<file path="src/rtl/sipo_8to128.sv">
// rtl/sipo_8to128.sv - byte packer assembling sixteen 8-bit words into a 128-bit block
// Define SIPO_LSB_FIRST_EN to place the first byte of a block in out[7:0] instead of out[127:120].
module sipo_8to128 (
  input  logic         clk,
  input  logic         reset,
  input  logic         en,
  input  logic         claer,
  input  logic [7:0]   in,
  output logic         valid,
  output logic [127:0] out
);

  logic [3:0] cnt;

  always_ff @(posedge clk or posedge reset) begin
    if (reset) begin
      out   <= '0;
      cnt   <= '0;
      valid <= 1'b0;
    end else if (claer) begin
      out   <= '0;
      cnt   <= '0;
      valid <= 1'b0;
    end else if (en) begin
`ifdef SIPO_LSB_FIRST_EN
      out   <= {in, out[127:8]};
`else
      out   <= {out[119:0], in};
`endif
      // cnt wraps 15->0 naturally, so the next strobe opens a new block
      cnt   <= cnt + 4'd1;
      valid <= (cnt == 4'd15);
    end else begin
      valid <= 1'b0;
    end
  end

endmodule

</file>
<file path="config.mk">
export PLATFORM = sky130hd
export DESIGN_NAME = sipo_8to128
export DESIGN_NICKNAME = d
export VERILOG_FILES = /design/src/rtl/sipo_8to128.sv
export SDC_FILE = /design/constraint.sdc
export NUM_CORES = 1
export LEC_CHECK = 0
export ABC_AREA = 1
export BUFFER_PORTS_ARGS = -buffer_cell sky130_fd_sc_hd__buf_4
export CORE_MARGIN = 8
export CORE_UTILIZATION = 46
export CTS_CLUSTER_DIAMETER = 150
export DETAILED_ROUTE_END_ITERATION = 8
export PLACE_DENSITY = 0.78
export SLEW_MARGIN = 20
export SYNTH_ARGS = -nofsm -noshare
export SYNTH_HDL_FRONTEND = slang
export SYNTH_SLANG_ARGS = --single-unit
</file>
<file path="constraint.sdc">
create_clock -name clk -period 4.5 [get_ports clk]
set_clock_uncertainty 0.1 [all_clocks]
set_input_delay 1.125 -clock clk [delete_from_list [all_inputs] [get_ports clk]]
set_output_delay 1.125 -clock clk [all_outputs]
set_load 0.01 [all_outputs]
</file>
==> flow_metrics.py, run 1 <==
metrics = {
    "clock_tree": {
        "cts_sinks": 133,
        "clockRootBuffer": "clkbuf_8",
        "cts_hold_buf": 0,
        "cts_resized": 0,
        "clk_pin_slew_worst_paths_ns": 0.06,
        "cts_buffer_depth": 2,
        "clkLatencyLatePin_ns": 0.51,
        "cts_inserted_buffers": 17,
        "cts_tree": "yes",
        "cts_setup_buffers": 0,
        "cts_htree_levels": 4,
    },
    "detailed_routing": {
        "routed_via_density": 5.07,
        "post_drt_wl_per_cell_microns": 17.1,
        "vias": 3720,
        "routed_wl_microns": 12600,
        "drtIter0Drc": 350,
        "drc": 0,
        "firstDrtPassIters": 5,
        "drtAntennaViolNets": 0,
    },
    "pwr": {
        "internal-power_mw": 2.06,
        "p_per_area_mw_per_mm2": 402,
        "p_comb_share_pct": 4.7,
        "vdd_ir_drop_max_mv": 0.188,
        "switching_share_pct": 22.2,
        "p_seq_share_pct": 46.1,
        "leakagePower_nw": 3.18,
        "pwr-share-clk_pct": 49.2,
        "switching_power_mw": 0.589,
    },
    "setup_path": {
        "worstPathArrival_ns": 1.08,
        "cp_cell_sequence": "buf_4",
        "startpoint": "out[36]",
        "reg2reg_from": "cnt[1]",
        "endpoint_kind": "output port",
        "start_kind": "flip-flop",
        "crit_buf_inv": 1,
        "cp_max_fo": 2,
        "required_ns": 3.27,
        "worst_path_largest_cell_delay_ns": 0.41,
        "worstSetupPathType": "reg2out",
        "path_delay_family": "flip-flops",
        "slowest_stage": "dfrtp_1",
    },
    "synth": {
        "ys.flop_type": "dfrtp_1",
        "synth_edf_count": 0,
        "ys_ff_latch": 133,
        "yosys_warnings": 0,
        "synthArstFlopShare_pct": 100,
        "syn_nets": 461,
        "synth_cells": 448,
        "synth.cell_area_sq_mm": 0.00494,
        "synth.avg_cell_area_sq_um": 11.0,
        "ys_seq_area_share_pct": 67.4,
        "ys_types": 16,
    },
    "floorplan": {
        "die_w_microns": 120,
        "dieHeight_microns": 120,
        "die_area_sq_mm": 0.0143,
        "ios": 141,
        "num_rows": 38,
        "start_util_pct": 46.4,
        "core-area_sq_mm": 0.0107,
    },
    "finish": {
        "ff_latch_area_sq_mm": 0.00333,
        "num_antenna_cells": 0,
        "stdcell_count": 734,
        "fillers": 856,
        "layout-drive-gt1-share_pct": 30.0,
        "final_nets": 594,
        "multi_input_area_sq_um": 952,
        "syn_to_final_growth_pct": 33.6,
    },
    "sta": {
        "setup_viol": 0,
        "worstMarginPinSlew_ns": 0.772,
        "fin_setup_tns_ns": 0,
        "min_period_ns": 2.30,
        "drv_slew": 0,
        "rsz0062_at_grt": "false",
        "finalHoldViolations": 0,
        "fin_crit_sh_pct": 51.1,
        "fmax_mhz": 435,
        "fin_ws_ns": 2.20,
        "slew-limit-headroom_pct": 48.5,
    },
    "placement": {
        "numPortBuffers": 140,
        "dp_hpwl_microns": 8620,
        "gp_congestion": 0.804,
        "dp.cells": 702,
        "place_worst_setup_slack_ns": 1.71,
    },
    "worst_hold_path": {
        "hp-start": "out[120]",
        "min_path_type": "reg2reg",
    },
    "run": {
        "cap_violations": 0,
    },
    "global_routing": {
        "grt_pass1_wl_microns": 20100,
        "grt_use_total_pct": 17.6,
        "grt_max_degree": 122,
        "antenna_found_initial": 0,
        "grt-ovfl-total": 0,
        "first_global_vias": 3787,
    },
    "outcome": {
        "status": "complete, no violations",
    },
}
## synth_stat cells (3+ instances only)
| cell type | n | area [sq um] |
|---|---|---|
| o21ai_0 | 16 | 80.1 |
| buf_2 | 12 | 60.1 |
| a21oi_1 | 3 | 15.0 |
| buf_6 | 10 | 113 |
| clkbuf_1 | 5 | 18.8 |
| nor2_1 | 3 | 11.3 |
| nand2_1 | 13 | 48.8 |
| nand3_1 | 10 | 50.1 |
| inv_1 | 124 | 465 |
| o22ai_1 | 112 | 701 |
| dfrtp_1 | 133 | 3330 |
## cell families (layout without fill, tap and decap cells)
family / count (synthesis) / in the layout / synth area share, %
buf+inv: 154 / 300 / 13.7
fa+ha+maj: 1 / 1 / 0.253
flops: 133 / 133 / 67.4
compound gates: 131 / 131 / 16.1
simple gates: 29 / 29 / 2.58
## registers in the layout (all words and copies together) (netlist names)
| register | flops |
|---|---|
| out | 128 |
| cnt | 4 |
| valid | 1 |
## power by group through the flow
stage	sequential, mW	combinational, mW	clock, mW
floorplan	1.25	0.0868	0
global placement	1.24	0.122	0
detailed placement	1.24	0.125	0
CTS	1.22	0.126	1.33
global route	1.22	0.138	1.39
finish	1.22	0.124	1.31
## cell usage in the layout (no fill, tap or decap)
master      count
nand2_1        12
ha_1            1
bufinv_16       2
nor2_1          3
nor3_1          1
dfrtp_1       133
buf_4         141
clkbuf_16      16
clkinv_4        2
o22ai_1       112
inv_1         123
and3_1          2
clkinvlp_4      3
a21oi_1         3
o21ai_0        16
buf_12          2
clkinv_2        7
clkbuf_8        3
inv_6           1
nand2_8         1
nand3_1        10
## through the flow
stage	area, sq um	power [mW]	utilization [%]	hold slack (ns)
2_1_floorplan	4940	1.33	-	0.368
3_3_place_gp	6020	1.36	56.5	0.367
3_5_place_dp	6030	1.37	56.6	0.380
4_1_cts	6600	2.68	62.0	0.393
5_1_grt	6600	2.75	62.0	0.405
6_report	6600	2.65	62.0	0.389
## final cells by class
| type | instances | share of cell area [%] |
|---|---|---|
| clock buffers | 19 | 6.69 |
| flip-flops and latches | 133 | 50.4 |
| well taps | 140 | 2.65 |
| multi-input cells | 161 | 14.4 |
| inverters | 125 | 7.18 |
| clock inverters | 13 | 1.99 |
| repair buffers | 143 | 16.6 |
## worst paths after layout
path,slack [ns],depth (start not counted),endpoint
worst max-delay path,2.20,1,out[36]
worst min-delay path,0.39,2,out[120]
worst max register to register,3.39,3,valid
worst min register to register,0.39,2,out[120]
max in group asynchronous,3.16,3,out[14]
min in group asynchronous,0.64,3,out[105]
## metal layers
metal	routed length (microns)	vias to the layer above	global-route usage (%)
li1	-	1748	-
met1	5180	1821	21.6
met2	6490	138	29.2
met3	750	13	4.88
met4	161	0	6.40
met5	0	-	0
Note: power is estimated with default switching activity, not from simulation.
==> inputs of run 2 (changes only) <==
Settings changed: ABC_AREA 1 to 0, CORE_UTILIZATION 46 to 53, PLACE_DENSITY 0.78 to 0.83.
Clock period 4.5 ns to 2.4 ns, I/O delays scaled along.
==> flow_metrics.py, run 2 <==
metrics = {
    "outcome": {
        "status": "complete, no violations",
    },
    "synth": {
        "synth.avg_cell_area_sq_um": 12.5,
        "ys_top_cells_by_area": "dfrtp_1, mux2i_1, nor2_1, buf_6, buf_4",
        "synthAdderAreaFrac_pct": 0.232,
        "yosys.area.top_type": "dfrtp_1",
        "ys_ff_latch": 133,
        "ys.flop_type": "dfrtp_1",
        "syn_nets": 446,
        "synth_top_family_by_area": "multiplexers",
        "synth_top_area_share_pct": 61.6,
        "synthMuxAreaShare_pct": 24.1,
        "synth.cell_area_sq_mm": 0.00540,
        "synth_edf_count": 0,
        "netlist_top_cells_count": "dfrtp_1, nor2_1, mux2i_1",
        "synth_xor_xnor_area_share_pct": 0.162,
        "synth_cells": 433,
        "synthArstFlopShare_pct": 100,
        "synth_compound_area_share_pct": 0.278,
        "ys_types": 17,
        "yosysMostFrequentCell": "dfrtp_1",
        "synthSimpleGateAreaFrac_pct": 9.64,
        "yosys_warnings": 0,
        "ys_seq_area_share_pct": 61.6,
    },
    "sta": {
        "setup_viol": 0,
        "finalHoldViolations": 0,
        "worstMarginPinSlew_ns": 0.404,
        "fin_setup_tns_ns": 0,
        "fmax_mhz": 555,
        "drv_slew": 0,
        "rsz0062_at_grt": "false",
        "fin_crit_sh_pct": 75.0,
        "slew-limit-headroom_pct": 73.1,
        "min_period_ns": 1.80,
    },
    "setup_path": {
        "regToRegSetupSlack_ns": 1.22,
        "worstSetupPathType": "reg2out",
        "cp_cell_sequence": "buf_4",
        "endpoint_kind": "output port",
        "required_ns": 1.70,
        "path_delay_family": "flip-flops",
        "crit_buf_inv": 1,
        "slowest_stage": "dfrtp_1",
        "worst_path_largest_cell_delay_ns": 0.43,
        "start_kind": "flip-flop",
        "cp_max_fo": 3,
        "worstPathArrival_ns": 1.10,
    },
    "clock_tree": {
        "cts_tree": "yes",
        "cts_setup_buffers": 0,
        "clockRootBuffer": "clkbuf_8",
        "clk_pin_slew_worst_paths_ns": 0.06,
        "clkLatencyLatePin_ns": 0.50,
        "cts_hold_buf": 0,
        "cts_htree_levels": 4,
        "cts_resized": 0,
        "cts_buffer_depth": 2,
        "cts_sinks": 133,
        "cts_inserted_buffers": 17,
    },
    "floorplan": {
        "dieHeight_microns": 117,
        "die_w_microns": 117,
        "start_util_pct": 53.5,
        "ios": 141,
        "core-area_sq_mm": 0.0101,
        "die_area_sq_mm": 0.0137,
        "num_rows": 37,
    },
    "detailed_routing": {
        "drtAntennaViolNets": 0,
        "firstDrtPassIters": 4,
        "drtIter0Drc": 217,
        "drc": 0,
        "wl_met2_microns": 5680,
        "routed_via_density": 5.15,
        "post_drt_wl_per_cell_microns": 17.2,
        "vias": 3708,
        "route.met3.wl_microns": 1100,
        "drt-met1-wl_microns": 5500,
        "routed_wl_microns": 12400,
        "highest_layer": "met4",
    },
    "placement": {
        "gp_congestion": 0.765,
        "dp.cells": 688,
        "dp_hpwl_microns": 8530,
        "numPortBuffers": 140,
    },
    "global_routing": {
        "grt_use_total_pct": 18.8,
        "grt_pass1_wl_microns": 19900,
        "grt_max_degree": 78,
        "grt-ovfl-total": 0,
        "antenna_found_initial": 0,
        "first_global_vias": 3816,
    },
    "finish": {
        "layout_commonest_cell": "buf_4",
        "num_antenna_cells": 0,
        "fillers": 730,
        "reg.largest.list": "out x128, cnt x4, valid x1",
        "stdcell_count": 720,
        "regMostFlops": "out",
        "syn_to_final_growth_pct": 33.3,
        "final_nets": 584,
        "largest_reg_flops": 128,
        "mostFrequentLayoutCells": "buf_4, dfrtp_1, nor2_1, mux2i_1, clkbuf_16",
        "layout-drive-gt1-share_pct": 31.2,
    },
    "run": {
        "cap_violations": 0,
    },
    "pwr": {
        "leakagePower_nw": 3.95,
        "p_per_area_mw_per_mm2": 737,
        "vdd_ir_drop_max_mv": 0.526,
        "power_mw": 5.31,
    },
    "worst_hold_path": {
        "min_path_type": "in2async",
    },
}
[run 2: cell count changes after synthesis, sizes merged, moves of 2 or more]
cell   before  now
nand3      10    0
nor2        3  131
mux2i       0  129
o22ai     112    0
o21ai      16    0
nand2      13    0
a21oi       3    1
and3        2    0
inv       125    1
[run 2: report_power, final]
group / leakage [nW] / internal (mW) / switching [mW]
logic: 1.80 / 0.110 / 0.165
clock network: 0.305 / 1.82 / 0.931
registers: 1.85 / 2.26 / 0.0190
[run 2: final cells by class]
cell class,count,area (sq um),share of cell area [%]
clock inverter,12,201,2.80
tap,136,170,2.36
sequential,133,3330,46.2
inverter,1,7.51,0.104
clock buffer,20,435,6.05
multi-input combinational,269,1860,25.8
timing repair buffer,149,1200,16.6
[run 2: kinds of logic (layout without fill, tap and decap cells)]
| logic type | after synthesis | after routing |
|---|---|---|
| AND/OR/NAND/NOR | 135 | 135 |
| flip-flops | 133 | 133 |
| multiplexers | 130 | 130 |
| buffers and inverters | 31 | 182 |
| AO/OA/AOI/OAI | 2 | 2 |
| adder cells (fa/ha/maj) | 1 | 1 |
| XOR/XNOR | 1 | 1 |
[run 2: metrics by stage]
stage,utilization (%),cell area (sq um),hold WS (ns),setup WS (ns)
final,71.3,7200,0.101,0.600
after global routing,71.3,7200,0.110,0.548
after CTS,71.3,7200,0.102,0.567
after detailed placement,65.0,6560,0.417,0.570
after global placement,65.0,6560,0.407,0.635
after floorplan,-,5410,0.413,0.0488
[run 2: path summary, 6_finish.rpt]
kind,from,endpoint,cells after the start
setup reg to reg,cnt[0],cnt[2],3
hold reg to reg,out[126],out[126],2
max in group asynchronous,reset,out[65],3
min in group clk,in[4],out[4],3
hold / removal,reset,out[13],3
setup / recovery,out[12],out[12],1
[run 2: per-layer routing]
layer | vias up | GRT usage, %
met3 | 11 | 7.18
met4 | 0 | 5.63
li1 | 1724 | -
met1 | 1852 | 25.2
met2 | 121 | 27.8
met5 | - | 0
[run 2: worst register-to-register path: stages, from the launching register on]
cell     delay [ns]
dfrtp_1        0.41
ha_1           0.25
a21bo_2        0.20
a21oi_1        0.14
==> inputs of run 3 (changes only) <==
Settings changed: ABC_AREA 0 to 1, CORE_UTILIZATION 53 to 51, PLACE_DENSITY 0.83 to 0.82.
Clock period 2.4 ns to 1.8 ns, I/O delays scaled along.
==> flow_metrics.py, run 3 (synthesis gave the netlist of run 1 again) <==
metrics = {
    "pwr": {
        "power_mw": 7.24,
        "vdd_ir_drop_max_mv": 0.647,
        "p_seq_share_pct": 42.2,
        "p_per_area_mw_per_mm2": 1070,
        "p_comb_share_pct": 4.5,
        "leakagePower_nw": 3.25,
        "switching_share_pct": 21.4,
        "pwr-share-clk_pct": 53.3,
        "internal-power_mw": 5.69,
        "switching_power_mw": 1.55,
    },
    "finish": {
        "layout-drive-gt1-share_pct": 30.2,
        "layout_commonest_cell": "buf_4",
        "num_antenna_cells": 0,
        "stdcell_count": 732,
        "fillers": 703,
        "largest_reg_flops": 128,
        "mostFrequentLayoutCells": "buf_4, dfrtp_1, inv_1, o22ai_1",
        "syn_to_final_growth_pct": 36.5,
        "final_nets": 599,
        "reg.largest.list": "out x128, cnt x4, valid x1",
        "regMostFlops": "out",
    },
    "detailed_routing": {
        "post_drt_wl_per_cell_microns": 17.6,
        "drtAntennaViolNets": 0,
        "drc": 0,
        "routed_wl_microns": 12900,
        "vias": 3773,
        "routed_via_density": 5.15,
        "firstDrtPassIters": 6,
        "drtIter0Drc": 290,
    },
    "setup_path": {
        "worstPathArrival_ns": 1.05,
        "worstSetupPathType": "reg2out",
        "cp_cell_sequence": "buf_4",
        "crit_buf_inv": 1,
        "endpoint_kind": "output port",
        "start_kind": "flip-flop",
        "worst_path_largest_cell_delay_ns": 0.40,
        "required_ns": 1.25,
        "regToRegSetupSlack_ns": 0.69,
        "path_delay_family": "flip-flops",
        "cp_max_fo": 2,
        "slowest_stage": "dfrtp_1",
    },
    "sta": {
        "slew-limit-headroom_pct": 63.3,
        "setup_viol": 0,
        "worstMarginPinSlew_ns": 0.551,
        "fmax_mhz": 624,
        "finalHoldViolations": 0,
        "min_period_ns": 1.60,
        "fin_ws_ns": 0.197,
        "rsz0062_at_grt": "false",
        "fin_crit_sh_pct": 89.1,
        "drv_slew": 0,
    },
    "floorplan": {
        "core-area_sq_mm": 0.00959,
        "dieHeight_microns": 114,
        "start_util_pct": 51.5,
        "die_w_microns": 114,
        "ios": 141,
        "die_area_sq_mm": 0.0131,
        "num_rows": 36,
    },
    "worst_hold_path": {
        "min_path_type": "in2reg",
    },
    "global_routing": {
        "antenna_found_initial": 0,
        "grt_max_degree": 121,
        "grt_use_total_pct": 20.3,
        "grt_pass1_wl_microns": 20700,
        "first_global_vias": 3982,
        "grt-ovfl-total": 0,
    },
    "clock_tree": {
        "clockRootBuffer": "clkbuf_8",
        "clkLatencyLatePin_ns": 0.50,
        "cts_htree_levels": 4,
        "cts_sinks": 133,
        "cts_inserted_buffers": 17,
        "clk_pin_slew_worst_paths_ns": 0.06,
        "cts_buffer_depth": 2,
        "cts_tree": "yes",
    },
    "placement": {
        "dp_hpwl_microns": 8510,
        "dp.cells": 699,
        "place_worst_setup_slack_ns": 0.191,
        "numPortBuffers": 140,
        "gp_congestion": 0.792,
    },
    "outcome": {
        "status": "complete, no violations",
    },
    "run": {
        "cap_violations": 0,
    },
}
-- run 3: changes by cell type in the layout (fill, tap and decap cells not counted), moves of 2 or more --
cell,change
mux2i_1,-129
nor2_1,-128
inv_1,+123
o22ai_1,+112
o21ai_0,+16
nand2_1,+12
nand3_1,+10
inv_6,+3
a21oi_1,+2
and3_1,+2
buf_12,-2
-- run 3: path summary, 6_finish.rpt --
kind | end | depth (start not counted) | from
min in group asynchronous | out[119] | 4 | reset
max in group asynchronous | out[46] | 4 | reset
setup / recovery | out[45] | 1 | out[45]
hold reg to reg | out[127] | 2 | out[127]
setup reg to reg | valid | 3 | cnt[0]
hold / removal | cnt[2] | 2 | claer
-- run 3: repair_timing --
item | CTS | global route
setup buffers | 0 | 0
hold buffers | 1 | 0
resized for setup | 0 | 0
hold endpoints to repair | 28 | 0
-- run 3: area by class of cell --
class	count	area, sq um	share of cell area [%]
repair buffers	148	1160	17.3
multi-input cells	161	943	14.0
clock buffers	18	418	6.20
well taps	133	166	2.47
inverters	125	474	7.03
clock inverters	14	248	3.67
flip-flops and latches	133	3330	49.4
-- run 3: through the flow --
stage	area (sq um)	setup TNS, ns	util [%]	hold slack, ns
2_1_floorplan	4940	-53.36	-	0.368
3_3_place_gp	6070	0	63.2	0.366
3_5_place_dp	6070	0	63.2	0.378
4_1_cts	6740	0	70.3	0.0105
5_1_grt	6740	0	70.3	0.00685
6_report	6740	0	70.3	0.0310
-- run 3: power by group through the flow --
stage               Clock (mW)  Sequential, mW  Combinational [mW]
detailed placement           0            3.11               0.325
CTS                       3.91            3.05               0.328
global route              4.07            3.06               0.364
finish                    3.86            3.05               0.325
global placement             0            3.11               0.317
floorplan                    0            3.11               0.217
-- run 3: layer usage --
layer / global-route usage (%) / routed length (microns)
met1: 24.9 / 5300
met2: 34.1 / 6610
met3: 5.49 / 814
met4: 6.12 / 139
met5: 0 / 0
